## src/rtl/imem_boot_loader.sv

```systemverilog
// imem_boot_loader
// Boot sequencer for the RV32I instruction memory. Receives a byte-stream program
// image, packs it into 32-bit little-endian words and writes them into the
// instruction RAM. The CPU core is held in reset while the image loads. The loader
// owns the RAM address port while busy, then hands it to CPU fetch.
//
// Frame format: SYNC_BYTE, count[7:0], count[15:8], then count*4 data bytes.
// Optional feature macro: IMEM_BOOT_CHECKSUM_EN. When it is defined, one trailing
// byte must equal the XOR of all data bytes.
//
// Handshake: rx_valid is a one-cycle strobe. The byte on rx_data is consumed in
// every cycle where rx_valid=1 and the current state accepts a byte. There is no
// backpressure, so bytes arriving in DONE/ERROR are dropped.
//
// Ports:
//   clk, rst_n    clock, asynchronous active-low reset
//   rx_data       received byte
//   rx_valid      strobe for rx_data
//   load_req      re-load request, honoured in DONE/ERROR only
//   cpu_addr      CPU fetch byte address
//   mem_we        one-cycle RAM write pulse
//   mem_addr      RAM word address (loader pointer while busy, else CPU fetch)
//   mem_wdata     RAM write data
//   core_rst_n    active-low CPU reset
//   busy          loader owns the memory port
//   done          image loaded, core running
//   error         image rejected
//   words_loaded  words written in the current/last frame
//   dbg_state     current FSM state
module imem_boot_loader #(
    parameter int         ADDR_W    = 8,
    parameter logic [7:0] SYNC_BYTE = 8'hA5
) (
    input  logic              clk,
    input  logic              rst_n,
    input  logic [7:0]        rx_data,
    input  logic              rx_valid,
    input  logic              load_req,
    input  logic [31:0]       cpu_addr,
    output logic              mem_we,
    output logic [ADDR_W-1:0] mem_addr,
    output logic [31:0]       mem_wdata,
    output logic              core_rst_n,
    output logic              busy,
    output logic              done,
    output logic              error,
    output logic [ADDR_W:0]   words_loaded,
    output logic [2:0]        dbg_state
);

    localparam logic [2:0] S_IDLE  = 3'd0;
    localparam logic [2:0] S_LEN0  = 3'd1;
    localparam logic [2:0] S_LEN1  = 3'd2;
    localparam logic [2:0] S_DATA  = 3'd3;
    localparam logic [2:0] S_DONE  = 3'd4;
    localparam logic [2:0] S_ERROR = 3'd5;
`ifdef IMEM_BOOT_CHECKSUM_EN
    localparam logic [2:0] S_CHK   = 3'd6;
`endif

    localparam logic [16:0] MAX_WORDS = 17'(1) << ADDR_W;

    logic [2:0]        state;
    logic [15:0]       count;
    logic [1:0]        byte_ptr;
    logic [23:0]       shift;
    logic [ADDR_W-1:0] wr_ptr;
    logic [15:0]       new_count;
    logic              last_pulse;
`ifdef IMEM_BOOT_CHECKSUM_EN
    logic [7:0]        xsum;
`endif

    // Only cpu_addr[ADDR_W+1:2] selects a word; the remaining bits are unused.
    logic unused_addr_bits;
    assign unused_addr_bits = ^{cpu_addr[31:ADDR_W+2], cpu_addr[1:0]};

    assign new_count  = {rx_data, count[7:0]};
    // The write pulse of the final word. The state leaves DATA at the end of this
    // cycle, so busy stays high for the whole pulse.
    assign last_pulse = mem_we && (16'(words_loaded) == count);

    assign busy      = (state != S_DONE) && (state != S_ERROR);
    assign done      = (state == S_DONE);
    assign error     = (state == S_ERROR);
    assign mem_addr  = busy ? wr_ptr : cpu_addr[ADDR_W+1:2];
    assign dbg_state = state;

    always_ff @(posedge clk or negedge rst_n) begin
        if (!rst_n) begin
            state        <= S_IDLE;
            count        <= '0;
            byte_ptr     <= '0;
            shift        <= '0;
            wr_ptr       <= '0;
            words_loaded <= '0;
            mem_we       <= 1'b0;
            mem_wdata    <= '0;
            core_rst_n   <= 1'b0;
`ifdef IMEM_BOOT_CHECKSUM_EN
            xsum         <= '0;
`endif
        end else begin
            mem_we <= 1'b0;
            if (mem_we) begin
                wr_ptr <= wr_ptr + 1'b1;
            end
            // Released one cycle after DONE entry. Pulled low on the same edge that
            // load_req takes the FSM back to IDLE.
            core_rst_n <= (state == S_DONE) && !load_req;

            case (state)
                S_IDLE: begin
                    if (rx_valid && (rx_data == SYNC_BYTE)) begin
                        state        <= S_LEN0;
                        byte_ptr     <= '0;
                        wr_ptr       <= '0;
                        words_loaded <= '0;
`ifdef IMEM_BOOT_CHECKSUM_EN
                        xsum         <= '0;
`endif
                    end
                end
                S_LEN0: begin
                    if (rx_valid) begin
                        count[7:0] <= rx_data;
                        state      <= S_LEN1;
                    end
                end
                S_LEN1: begin
                    if (rx_valid) begin
                        count[15:8] <= rx_data;
                        if (new_count == 16'd0) begin
                            state <= S_DONE;
                        end else if ({1'b0, new_count} > MAX_WORDS) begin
                            state <= S_ERROR;
                        end else begin
                            state <= S_DATA;
                        end
                    end
                end
                S_DATA: begin
                    if (last_pulse) begin
`ifdef IMEM_BOOT_CHECKSUM_EN
                        // A checksum byte can arrive in the same cycle as the
                        // final write pulse.
                        if (rx_valid) begin
                            state <= (rx_data == xsum) ? S_DONE : S_ERROR;
                        end else begin
                            state <= S_CHK;
                        end
`else
                        state <= S_DONE;
`endif
                    end else if (rx_valid) begin
`ifdef IMEM_BOOT_CHECKSUM_EN
                        xsum <= xsum ^ rx_data;
`endif
                        byte_ptr <= byte_ptr + 1'b1;
                        if (byte_ptr == 2'd3) begin
                            mem_we       <= 1'b1;
                            mem_wdata    <= {rx_data, shift};
                            words_loaded <= words_loaded + 1'b1;
                        end else begin
                            shift[{byte_ptr, 3'b000} +: 8] <= rx_data;
                        end
                    end
                end
`ifdef IMEM_BOOT_CHECKSUM_EN
                S_CHK: begin
                    if (rx_valid) begin
                        state <= (rx_data == xsum) ? S_DONE : S_ERROR;
                    end
                end
`endif
                S_DONE: begin
                    if (load_req) begin
                        state        <= S_IDLE;
                        words_loaded <= '0;
                    end
                end
                S_ERROR: begin
                    if (load_req) begin
                        state <= S_IDLE;
                    end
                end
                default: state <= S_IDLE;
            endcase
        end
    end

endmodule

```

## config.mk

```make
export PLATFORM = sky130hd
export DESIGN_NAME = imem_boot_loader
export DESIGN_NICKNAME = d
export VERILOG_FILES = /design/src/rtl/imem_boot_loader.sv
export SDC_FILE = /design/constraint.sdc
export NUM_CORES = 1
export LEC_CHECK = 0
export CAP_MARGIN = 20
export CORE_ASPECT_RATIO = 1.1
export CORE_MARGIN = 5
export CORE_UTILIZATION = 35
export DETAILED_ROUTE_END_ITERATION = 10
export PLACE_DENSITY = 0.64
export SYNTH_ARGS = -nofsm -noshare
export SYNTH_HDL_FRONTEND = slang
export SYNTH_SLANG_ARGS = --single-unit
```

## constraint.sdc

```tcl
create_clock -name clk -period 2.4 [get_ports clk]
set_clock_uncertainty 0.15 [all_clocks]
set_input_delay 0.24 -clock clk [delete_from_list [all_inputs] [get_ports clk]]
set_output_delay 0.24 -clock clk [all_outputs]
set_load 0.005 [all_outputs]
```

After elaboration in Yosys (flattened, before gate mapping)
Index checks and enable logic that the tools add are counted.
W data, S select, Z words.
{"block": "word_totals", "out_inout_bits": 57, "regBits": 96, "inputBits": 44, "wordCells": 82}
{"block": "classes", "magnitude_cmp": 1, "add_sub_neg": 4, "shifts": 2, "mux": 27, "reduce_logical": 17, "n_eq_ne": 19, "bitwise_logic": 2}
{"cell": "$mux W9", "count": 5}
{"cell": "$mux W8", "count": 4}
{"cell": "$pmux W9 S3", "count": 1}
{"cell": "$bwmux W24", "count": 1}
{"cell": "$shift A8 B7 Y24 const A", "count": 1}
{"cell": "$shiftx A8 B7 Y24", "count": 1}
{"cell": "$mux W3", "count": 7}
{"cell": "$eq A9 B16 Y1", "count": 1}
{"cell": "$gt A16 B9 Y1 const B", "count": 1}
{"cell": "$logic_not A16 Y1", "count": 1}
{"cell": "$ne A2 B2 Y1 const B", "count": 8}
{"cell": "$pmux W3 S5", "count": 1}
{"cell": "$reduce_and A4 Y1", "count": 3}
{"cell": "$add A9 B1 Y9 const B", "count": 1}
{"cell": "$add A8 B1 Y8 const B", "count": 1}
{"cell": "$eq A8 B8 Y1 const B", "count": 1}
{"cell": "$neg A5 Y7", "count": 1}
{"cell": "$eq A3 B2 Y1 const B", "count": 2}
{"cell": "$eq A3 B3 Y1 const B", "count": 2}
{"cell": "$mux W2", "count": 3}
{"cell": "$ne A3 B3 Y1 const B", "count": 2}
{"cell": "$reduce_and A6 Y1", "count": 1}
{"cell": "$reduce_and A5 Y1", "count": 1}
{"cell": "$logic_and A1 B1 Y1", "count": 4}
{"cell": "13 further kinds", "count": 18}

Logic depth before layout (Yosys ltp)
Gate-level depths: netlist of the first run.
{"block": "depth", "word_depth": 5, "mapped_depth": 8, "ltp_nobuf": 6}

Least setup slack after synthesis of the first run
OpenSTA, ideal clock, no wires.
{"block": "synth_timing", "path_type": "register to register", "startpoint": "register mem_we", "endpoint": "register mem_wdata[0]", "path_buffers": 2, "path_slack_ns": 0.261, "arrival_ns": 1.864, "stages_incl_launch_ff": 8, "setup_time_ns": 0.125, "synth_period_minus_slack_ns": 2.139, "required_time_ns": 2.125, "cell_sequence": "dfrtp_1 > nor4b_4 > nand4_1 > or3_1 > buf_6 > nand2_8 > buf_4 > mux2_2"}
{"block": "synth_between", "elab_chain_len": 3}
{"item": "start: declaration", "line_no": "40", "rtl": "output logic mem_we,"}
{"item": "start signal: assignment", "line_no": "97", "rtl": "mem_we <= 1'b0;"}
{"item": "start signal: assignment", "line_no": "104", "rtl": "mem_we <= 1'b0;"}
{"item": "start signal: assignment", "line_no": "161", "rtl": "mem_we <= 1'b1;"}
{"item": "$logic_and A1 B1 Y1", "line_no": "81", "rtl": "assign last_pulse = mem_we && (16'(words_loaded) == count);"}
{"item": "$not A1 Y1 (no source line)"}
{"item": "$reduce_and A4 Y1 (no source line)"}
{"item": "end signal: assignment", "line_no": "162", "rtl": "mem_wdata <= {rx_data, shift};"}
{"item": "end: declaration", "line_no": "42", "rtl": "output logic [31:0] mem_wdata,"}
Every way passes these cells.
A chain may end at the register's enable or synchronous reset.

Final worst setup path of the first run
{"block": "layout_timing", "startpoint": "register count[13]", "endpoint": "register shift[12]"}
{"block": "layout_between", "elab_chain_len": 4}
{"item": "start: declaration", "line_no": "64", "rtl": "logic [15:0] count;"}
{"item": "start signal: assignment", "line_no": "132", "rtl": "count[15:8] <= rx_data;"}
{"item": "$eq A9 B16 Y1", "line_no": "81"}
{"item": "$logic_and A1 B1 Y1", "line_no": "81"}
{"item": "$not A1 Y1 (no source line)"}
{"item": "$reduce_and A4 Y1 (no source line)"}
{"item": "end signal: indexed assignment", "line_no": "165", "rtl": "shift[{byte_ptr, 3'b000} +: 8] <= rx_data;"}
{"item": "end: declaration", "line_no": "66", "rtl": "logic [23:0] shift;"}
Every way passes these cells.

==> results.rst, run 1 <==
.. list-table::
   :header-rows: 1

   * - Metric
     - Value
   * - Die ar.
     - around 16000 um2
   * - # fillers
     - approximately 1.2k
   * - F_max
     - 0.426 GHz
   * - GR Util All Layers
     - 0.145
   * - Area after detailed placement
     - 5880 um2
   * - Count of H-tree levels built during CTS
     - 3
   * - Result of the run
     - complete, no violations
   * - Worst Path Required
     - between 2 and 2.5 ns
   * - Area delta synth->final
     - 34.8%
   * - Number of detailed-route iterations in the first pass
     - 4
   * - Routed Wire Length
     - 10900 um
   * - Via count of the first global-routing pass
     - 3611
   * - Synthesized-area fraction occupied by and/or/nand/nor cells
     - 0.159
   * - Total power
     - 6.63 mW
   * - Mean number of vias per cell
     - about 5.0
   * - Area of the mapped netlist
     - 4650 um2
   * - Slew Limit Fails
     - 0
   * - TritonCTS Buffers
     - 9
   * - Worst rel slew slack
     - 0.697
   * - Antenna violations before repair
     - 0
   * - Number of placed I/O pins
     - roughly 100
   * - Peak per-stage delay on the critical path
     - about 0.49 ns
   * - CP endpoint kind
     - register
   * - Number of standard-cell rows in the floorplan
     - between 40 and 50
   * - CP bufs+invs
     - 2
   * - VDD IR max
     - around 460 uV
   * - Avg Inst Size Synth
     - about 11 um2
   * - Final critical delay including setup and external delays
     - between 2 and 2.5 ns
   * - Global-route wire length before repair
     - about 18000 um
   * - Largest buffer count on any clock path
     - 2
   * - Clock input transition at the sequential cells of the worst setup and hold paths
     - about 0.07 ns
   * - Unrepaired setup endpoints after global routing
     - false
   * - Post-detailed-route count of antenna-violating nets
     - 0
   * - Dpl hpwl
     - 8030 um
   * - Predominant post-synthesis flop cell
     - sky130_fd_sc_hd__dfrtp_1
   * - HP Class
     - in2async
   * - Crit-path leading delay family
     - simple AND/OR/NAND/NOR gates
   * - RePlAce Congestion
     - approximately 0.82
   * - Count of different cell masters after synthesis
     - between 50 and 60
   * - Post-Syn Instances
     - roughly 400
   * - CTS tree
     - yes
   * - Clock root buffer master
     - sky130_fd_sc_hd__clkbuf_16
   * - Asr flop ratio synth
     - 1.00
   * - Endpoints failing setup
     - 0
   * - Xor/xnor share of the synthesized area
     - 0.0283
   * - Reg2Reg Setup Slack
     - between 0.05 and 0.06 ns
   * - # Max-Cap Violations
     - 0
   * - Nets in the synthesized netlist
     - 460
   * - Combinational family with the most area after synthesis
     - multiplexers
   * - Cells on worst reg2reg path
     - 7
   * - Share of cells above drive strength 1
     - 0.224
   * - Die extent in x
     - approximately 120 um
   * - CTS Sinks
     - 96
   * - Pin count of the biggest net entering global routing
     - 51
   * - Overflow left after global routing
     - 0
   * - Reg-to-reg startpoint
     - count[13]
   * - Number of post-CTS setup repair buffers
     - 0
   * - Critical path peak fanout
     - 8
   * - Core Region
     - 13100 um2
   * - Detailed-route DRC error count
     - 0
   * - Post-synth EDFFs
     - 0
   * - Cell area power density
     - between 1000 and 1500 nW/um2
   * - Number of warnings printed during yosys synthesis
     - 0
   * - Share of the synthesized area in compound gates (AO/OA/AOI/OAI)
     - 0.0474
   * - Multiplexer share of the synthesized area
     - 0.182
   * - Worst Tran Pin Value
     - between 0.4 and 0.5 ns
   * - Final number of hold-violating endpoints
     - 0
   * - Post-route cell area
     - between 6000 and 7000 um2
   * - Count of input and output buffers
     - 76
   * - Post-synthesis sequential area ratio
     - 0.517
   * - Critical R2R Capture
     - shift[12]
   * - Initial cell density of the core
     - 0.355
   * - Vias
     - around 3.4k
   * - Utilization after layout
     - 0.478
   * - Ant. Diodes
     - 0
   * - Class of the most critical setup path
     - reg2reg
   * - Worst-Skew Late Latency
     - between 0.3 and 0.4 ns
   * - Leakage Power
     - slightly below 3 nW
   * - Critical-path cell list
     - nor4_4 > nand4_1 > or3_4 > buf_4 > nand4b_1 > buf_12 > mux2i_1
   * - Routed wire length per instance
     - ~16 um
   * - Signal arrival time at the worst endpoint
     - around 2.4 ns
   * - DR iter-0 viols
     - approximately 110
   * - Share of the clock period used by the worst path after layout
     - 0.977
   * - Flip-flop and latch count after synthesis
     - 96
   * - Die span in y
     - roughly 130 um
   * - Final net count
     - 572
   * - Element type at the critical path start
     - register
   * - Critical path's slowest cell
     - sky130_fd_sc_hd__or3_4
   * - Adder and majority cell fraction of the synthesized area
     - 0.0188
-- layout make-up --
type	instances	area [um2]	area share
Sequential cell	96	2400	0.384
Multi-Input combinational cell	266	2050	0.327
Timing Repair Buffer	115	1130	0.180
Clock buffer	10	239	0.0382
Tap cell	161	201	0.0322
Inverter	33	129	0.0206
Clock inverter	6	114	0.0182
-- worst max-delay path by stage --
stage / start / to / slack [ns] / depth (start not counted)
6_report: count[13] / shift[12] / 0.05 / 7
3_5_place_dp: rx_data[6] / words_loaded[6] / -0.07 / 7
5_1_grt: count[9] / shift[6] / 0.0005 / 7
4_1_cts: count[13] / shift[12] / 0.02 / 7
3_3_place_gp: rx_data[6] / words_loaded[6] / -0.04 / 7
2_1_floorplan: mem_we / mem_wdata[0] / 0.26 / 7
-- through the flow --
stage | setup TNS, ns | instances | worst slack (ns) | hold slack (ns)
detailed placement | -1.03 | 670 | -0.0745 | -0.0617
global placement | -0.0374 | 670 | -0.0374 | -0.0651
global route | 0 | 687 | 0.000498 | 0.137
floorplan | 0 | 409 | 0.261 | -0.206
CTS | 0 | 687 | 0.0159 | 0.118
finish | 0 | 687 | 0.0542 | 0.122
-- power breakdown --
group,switching (mW),internal [mW]
combinational,0.986,1.39
clock,0.623,1.05
sequential,0.420,2.15
-- flip-flops by register name, indices dropped and copies added (netlist names) --
name,flops
dbg_state,3
byte_ptr,2
count,16
wr_ptr,8
mem_wdata,32
core_rst_n,1
words_loaded,9
shift,24
mem_we,1
-- layer usage --
layer,wire [um],global-route usage
met2,5410,0.247
met5,0,0
met4,161,0.0539
met3,466,0.0344
met1,4880,0.179
-- layout by cell type (no fill, tap or decap), types with 3 or more instances in the layout --
cell,n
sky130_fd_sc_hd__dfrtp_1,95
sky130_fd_sc_hd__clkdlybuf4s50_1,75
sky130_fd_sc_hd__nand2_1,63
sky130_fd_sc_hd__mux2_2,40
sky130_fd_sc_hd__buf_4,33
sky130_fd_sc_hd__inv_1,31
sky130_fd_sc_hd__mux2i_1,26
sky130_fd_sc_hd__nor2_1,12
sky130_fd_sc_hd__xnor2_1,11
sky130_fd_sc_hd__nand4_1,10
sky130_fd_sc_hd__o21ai_0,10
sky130_fd_sc_hd__mux2_4,9
sky130_fd_sc_hd__clkbuf_16,9
sky130_fd_sc_hd__nand3_1,7
sky130_fd_sc_hd__ha_1,7
sky130_fd_sc_hd__buf_12,6
sky130_fd_sc_hd__nor3_1,5
sky130_fd_sc_hd__o31ai_1,5
sky130_fd_sc_hd__and3_1,4
sky130_fd_sc_hd__xor2_1,4
sky130_fd_sc_hd__a21oi_1,4
sky130_fd_sc_hd__and2_1,3
sky130_fd_sc_hd__a21o_1,3
sky130_fd_sc_hd__or4_1,3
sky130_fd_sc_hd__o22ai_1,3
sky130_fd_sc_hd__nor3b_1,3
sky130_fd_sc_hd__nand4b_1,3
sky130_fd_sc_hd__bufinv_16,3
-- cells by family after synthesis --
| kind of cell | count (synthesis) |
|---|---|
| buffers and inverters | 47 |
| DFF | 96 |
| AOI/OAI and AO/OA | 34 |
| and+or+nand+nor | 135 |
| muxes | 75 |
| adders and majority gates | 7 |
| xor gates and xnor gates | 15 |
-- cell usage after synthesis, types with 2 or more instances --
library cell               count  share of area
sky130_fd_sc_hd__mux2_4        9          0.029
sky130_fd_sc_hd__buf_4         2         0.0032
sky130_fd_sc_hd__o31ai_1       5         0.0081
sky130_fd_sc_hd__nand2_1      63          0.051
sky130_fd_sc_hd__and3_1        4         0.0054
sky130_fd_sc_hd__nor2_1       12         0.0097
sky130_fd_sc_hd__mux2_2       40          0.097
sky130_fd_sc_hd__o21ai_0      10          0.011
sky130_fd_sc_hd__nor4b_1       3         0.0057
sky130_fd_sc_hd__inv_1        32          0.026
sky130_fd_sc_hd__or3_1         3         0.0040
sky130_fd_sc_hd__and2_1        3         0.0040
sky130_fd_sc_hd__nand4b_1      3         0.0057
sky130_fd_sc_hd__nand3_1       7         0.0075
sky130_fd_sc_hd__nor3_1        5         0.0054
sky130_fd_sc_hd__o22ai_1       3         0.0040
sky130_fd_sc_hd__clkbuf_1      4         0.0032
sky130_fd_sc_hd__xnor2_1      11          0.021
sky130_fd_sc_hd__nor4_2        2         0.0054
sky130_fd_sc_hd__mux2i_1      26          0.056
sky130_fd_sc_hd__xor2_1        4         0.0075
sky130_fd_sc_hd__a21o_1        3         0.0048
sky130_fd_sc_hd__buf_2         4         0.0043
sky130_fd_sc_hd__dfrtp_1      96           0.52
sky130_fd_sc_hd__or4_1         3         0.0048
sky130_fd_sc_hd__a21oi_1       4         0.0043
sky130_fd_sc_hd__nand4_1      10          0.013
sky130_fd_sc_hd__ha_1          7          0.019
sky130_fd_sc_hd__nor3b_1       3         0.0048
-- what timing repair did --
item                                    in CTS  in global routing
cloned                                       0                  0
endpoints found under the hold margin       96                  0
resized for setup                            2                  4
hold buffers                                 1                  0
endpoints found under the setup margin      50                 24
No activity file was read; power rests on OpenSTA's default activity.
==> run 2, diff against run 1 <==
--- a/config.mk
+++ b/config.mk
@@ -10,6 +10,7 @@
 export CORE_MARGIN = 5
 export CORE_UTILIZATION = 35
 export DETAILED_ROUTE_END_ITERATION = 10
+export GPL_ROUTABILITY_DRIVEN = 0
 export PLACE_DENSITY = 0.64
 export SYNTH_ARGS = -nofsm -noshare
 export SYNTH_HDL_FRONTEND = slang
==> constraint.sdc (replaced) <==
create_clock -name clk -period 2.4 [get_ports clk]
set_clock_uncertainty 0.15 [all_clocks]
set_input_delay 0.24 -clock clk [delete_from_list [all_inputs] [get_ports clk]]
set_output_delay 0.24 -clock clk [all_outputs]
set_load 0.05 [all_outputs]
==> run 2 against run 1 <==
Setup slack gained 0.13 ns. Sequential power barely moved. Sequential cell count stayed put. Final cell count fell by 0.29%. Global-route usage decreased by 0.25 points. First-iteration DRC count increased by 38%. Critical path depth stayed put. Via count fell by 0.93%. Wire length decreased by 1.2%. Non-clock buffer count shrank 2. Total power grew 14%. Critical endpoint is now shift[7].
==> results.rst, run 2 (same netlist as run 1, synthesis figures left out) <==
.. list-table::
   :header-rows: 1

   * - Metric
     - Value
   * - Result of the run
     - complete, no violations
   * - Class of the most critical setup path
     - reg2reg
   * - Share of cells above drive strength 1
     - 0.260
   * - Flip-flop count of the largest register, all copies and words added
     - 32
   * - P_sw
     - approximately 3.2 mW
   * - Die span in y
     - roughly 130 um
   * - Area delta synth->final
     - 33.1%
   * - Relative contribution of combinational cells to total power
     - 0.480
   * - F_max
     - 0.451 GHz
   * - Number of cells in the design after placement
     - ~670
   * - Number of standard-cell rows in the floorplan
     - 44
   * - Signal arrival time at the worst endpoint
     - 2.33 ns
   * - Clock input transition at the sequential cells of the worst setup and hold paths
     - ~0.070 ns
   * - Internal Pwr Total
     - 4.28 mW
   * - Final critical delay including setup and external delays
     - approximately 2.2 ns
   * - Global-route wire length before repair
     - around 18000 um
   * - Number of post-CTS setup repair buffers
     - 0
   * - Leading cell type in the layout, fill and taps excluded
     - sky130_fd_sc_hd__dfrtp_1
   * - Core Region
     - ~13000 um2
   * - CP endpoint kind
     - register
   * - Critical path peak fanout
     - 8
   * - Worst rel slew slack
     - 0.561
   * - Final net count
     - 570
   * - Ant. Diodes
     - 0
   * - Switching share of power
     - 0.431
   * - Share of the clock period used by the worst path after layout
     - 0.924
   * - Count of input and output buffers
     - 76
   * - Number of detailed-route iterations in the first pass
     - 4
   * - Cell area power density
     - roughly 1200 nW/um2
   * - Pin count of the biggest net entering global routing
     - between 50 and 60
   * - VDD IR max
     - 450 uV
   * - Share of power burned in the clock network
     - 0.184
   * - Share of power burned in registers
     - 0.337
   * - Worst-Skew Late Latency
     - between 0.3 and 0.4 ns
   * - TritonCTS Buffers
     - 9
   * - Antenna violations before repair
     - 0
   * - Largest buffer count on any clock path
     - 2
   * - Count of H-tree levels built during CTS
     - 3
   * - Overflow left after global routing
     - 0
   * - Regs by FF count
     - mem_wdata x32, shift x24, count x16
   * - Dpl hpwl
     - ~7800 um
   * - Mean number of vias per cell
     - 4.98
   * - GR Util All Layers
     - 0.142
   * - Unrepaired setup endpoints after global routing
     - false
   * - Routed Wire Length
     - between 10000 and 15000 um
   * - Initial cell density of the core
     - 0.355
   * - Leakage Power
     - 2.91 nW
   * - Post-detailed-route count of antenna-violating nets
     - 0
   * - CTS Sinks
     - between 90 and 100
   * - Register containing the most flip-flops in the final layout
     - mem_wdata
   * - Element type at the critical path start
     - register
   * - HP Class
     - in2async
   * - Routed wire length per instance
     - roughly 16 um
   * - DR iter-0 viols
     - ~150
   * - Vias
     - 3411
   * - Slew Limit Fails
     - 0
   * - Number of placed I/O pins
     - approximately 100
   * - Final number of hold-violating endpoints
     - 0
   * - # Max-Cap Violations
     - 0
   * - Total power
     - about 7.5 mW
   * - Detailed-route DRC error count
     - 0
   * - Die extent in x
     - 120 um
   * - Utilization after layout
     - 0.472
   * - Via count of the first global-routing pass
     - 3469
   * - Die ar.
     - approximately 16000 um2
   * - Worst Path Required
     - 2.51 ns
   * - Commonest non-fill, non-tap cells in the layout
     - sky130_fd_sc_hd__dfrtp_1, sky130_fd_sc_hd__clkdlybuf4s50_1, sky130_fd_sc_hd__nand2_1
   * - Clock root buffer master
     - sky130_fd_sc_hd__clkbuf_16
   * - Endpoints failing setup
     - 0
   * - Worst Tran Pin Value
     - between 0.6 and 0.7 ns
   * - Fin cells
     - between 600 and 700
   * - CTS tree
     - yes
[run 2: cell count changes in the layout (fill, tap and decap cells not counted), moves of 2 or more]
cell	before	now
sky130_fd_sc_hd__inv_8	0	2
sky130_fd_sc_hd__bufinv_16	3	0
sky130_fd_sc_hd__nand2_1	63	57
sky130_fd_sc_hd__dfrtp_1	95	93
sky130_fd_sc_hd__dfrtp_2	1	3
sky130_fd_sc_hd__clkdlybuf4s50_1	75	64
sky130_fd_sc_hd__buf_4	33	42
sky130_fd_sc_hd__nand2_2	0	6
[run 2: what timing repair did]
item / in CTS / in global routing
gates resized for setup: 2 / 3
pin swaps: 0 / 2
endpoints found under the setup margin: 2 / 8
endpoints found under the hold margin: 49 / 0
hold buffers: 1 / 0
[run 2: layout make-up]
class / instances / area, um2
Multi-Input combinational cell: 266 / 2070
Clock buffer: 9 / 225
Clock inverter: 7 / 61.3
Fill cell: 1234 / 6920
Tap cell: 161 / 201
Inverter: 33 / 129
Timing Repair Buffer: 113 / 1090
Sequential cell: 96 / 2410
[run 2: path summary, 6_finish.rpt]
path	start	end	slack (ns)	cells past startpoint
worst max-delay path	words_loaded[7]	shift[7]	0.18	7
worst min-delay path	rst_n	mem_wdata[10]	0.32	2
worst max register to register	words_loaded[7]	shift[7]	0.18	7
worst min register to register	shift[3]	mem_wdata[3]	0.35	1
max in group asynchronous	rst_n	shift[5]	1.04	3
min in group clk	shift[3]	mem_wdata[3]	0.35	1
[run 2: metal layers]
metal	wire [um]	vias to the layer above	global-route usage
met2	5390	84	0.244
met3	489	8	0.0323
li1	-	1630	-
met1	4820	1689	0.181
met5	0	-	0
met4	101	0	0.0404
[run 2: power by group through the flow]
stage / Sequential [mW] / Combinational (mW) / Clock (mW)
CTS: 2.53 / 3.63 / 1.42
floorplan: 3.20 / 1.77 / 0
global placement: 2.54 / 3.55 / 0
finish: 2.54 / 3.61 / 1.38
global route: 2.61 / 3.87 / 1.50
detailed placement: 2.56 / 3.61 / 0
[run 2: critical path: stages, from the launching register on]
cell                       delay (ns)
sky130_fd_sc_hd__dfrtp_1         0.46
sky130_fd_sc_hd__xnor2_1         0.22
sky130_fd_sc_hd__nand4_1         0.14
sky130_fd_sc_hd__or3_4           0.47
sky130_fd_sc_hd__buf_4           0.19
sky130_fd_sc_hd__nand4b_1        0.15
sky130_fd_sc_hd__buf_12          0.16
sky130_fd_sc_hd__mux2i_1         0.21
[run 2: per-stage QoR]
stage	area, um2	setup WS, ns	setup TNS [ns]	hold slack (ns)
2_1_floorplan	4670	0.0493	0	-0.206
3_3_place_gp	5860	-0.00867	-0.00867	0.162
3_5_place_dp	5860	-0.0256	-0.0343	0.167
4_1_cts	6170	0.0833	0	0.349
5_1_grt	6180	0.0480	0	0.370
6_report	6180	0.184	0	0.322
==> run 3, diff against run 2 <==
--- a/config.mk
+++ b/config.mk
@@ -12,6 +12,7 @@
 export DETAILED_ROUTE_END_ITERATION = 10
 export GPL_ROUTABILITY_DRIVEN = 0
 export PLACE_DENSITY = 0.64
+export SLEW_MARGIN = 20
 export SYNTH_ARGS = -nofsm -noshare
 export SYNTH_HDL_FRONTEND = slang
 export SYNTH_SLANG_ARGS = --single-unit
==> results of run 3 <==
Final layout, timing and power as in run 2 (identical DEF).
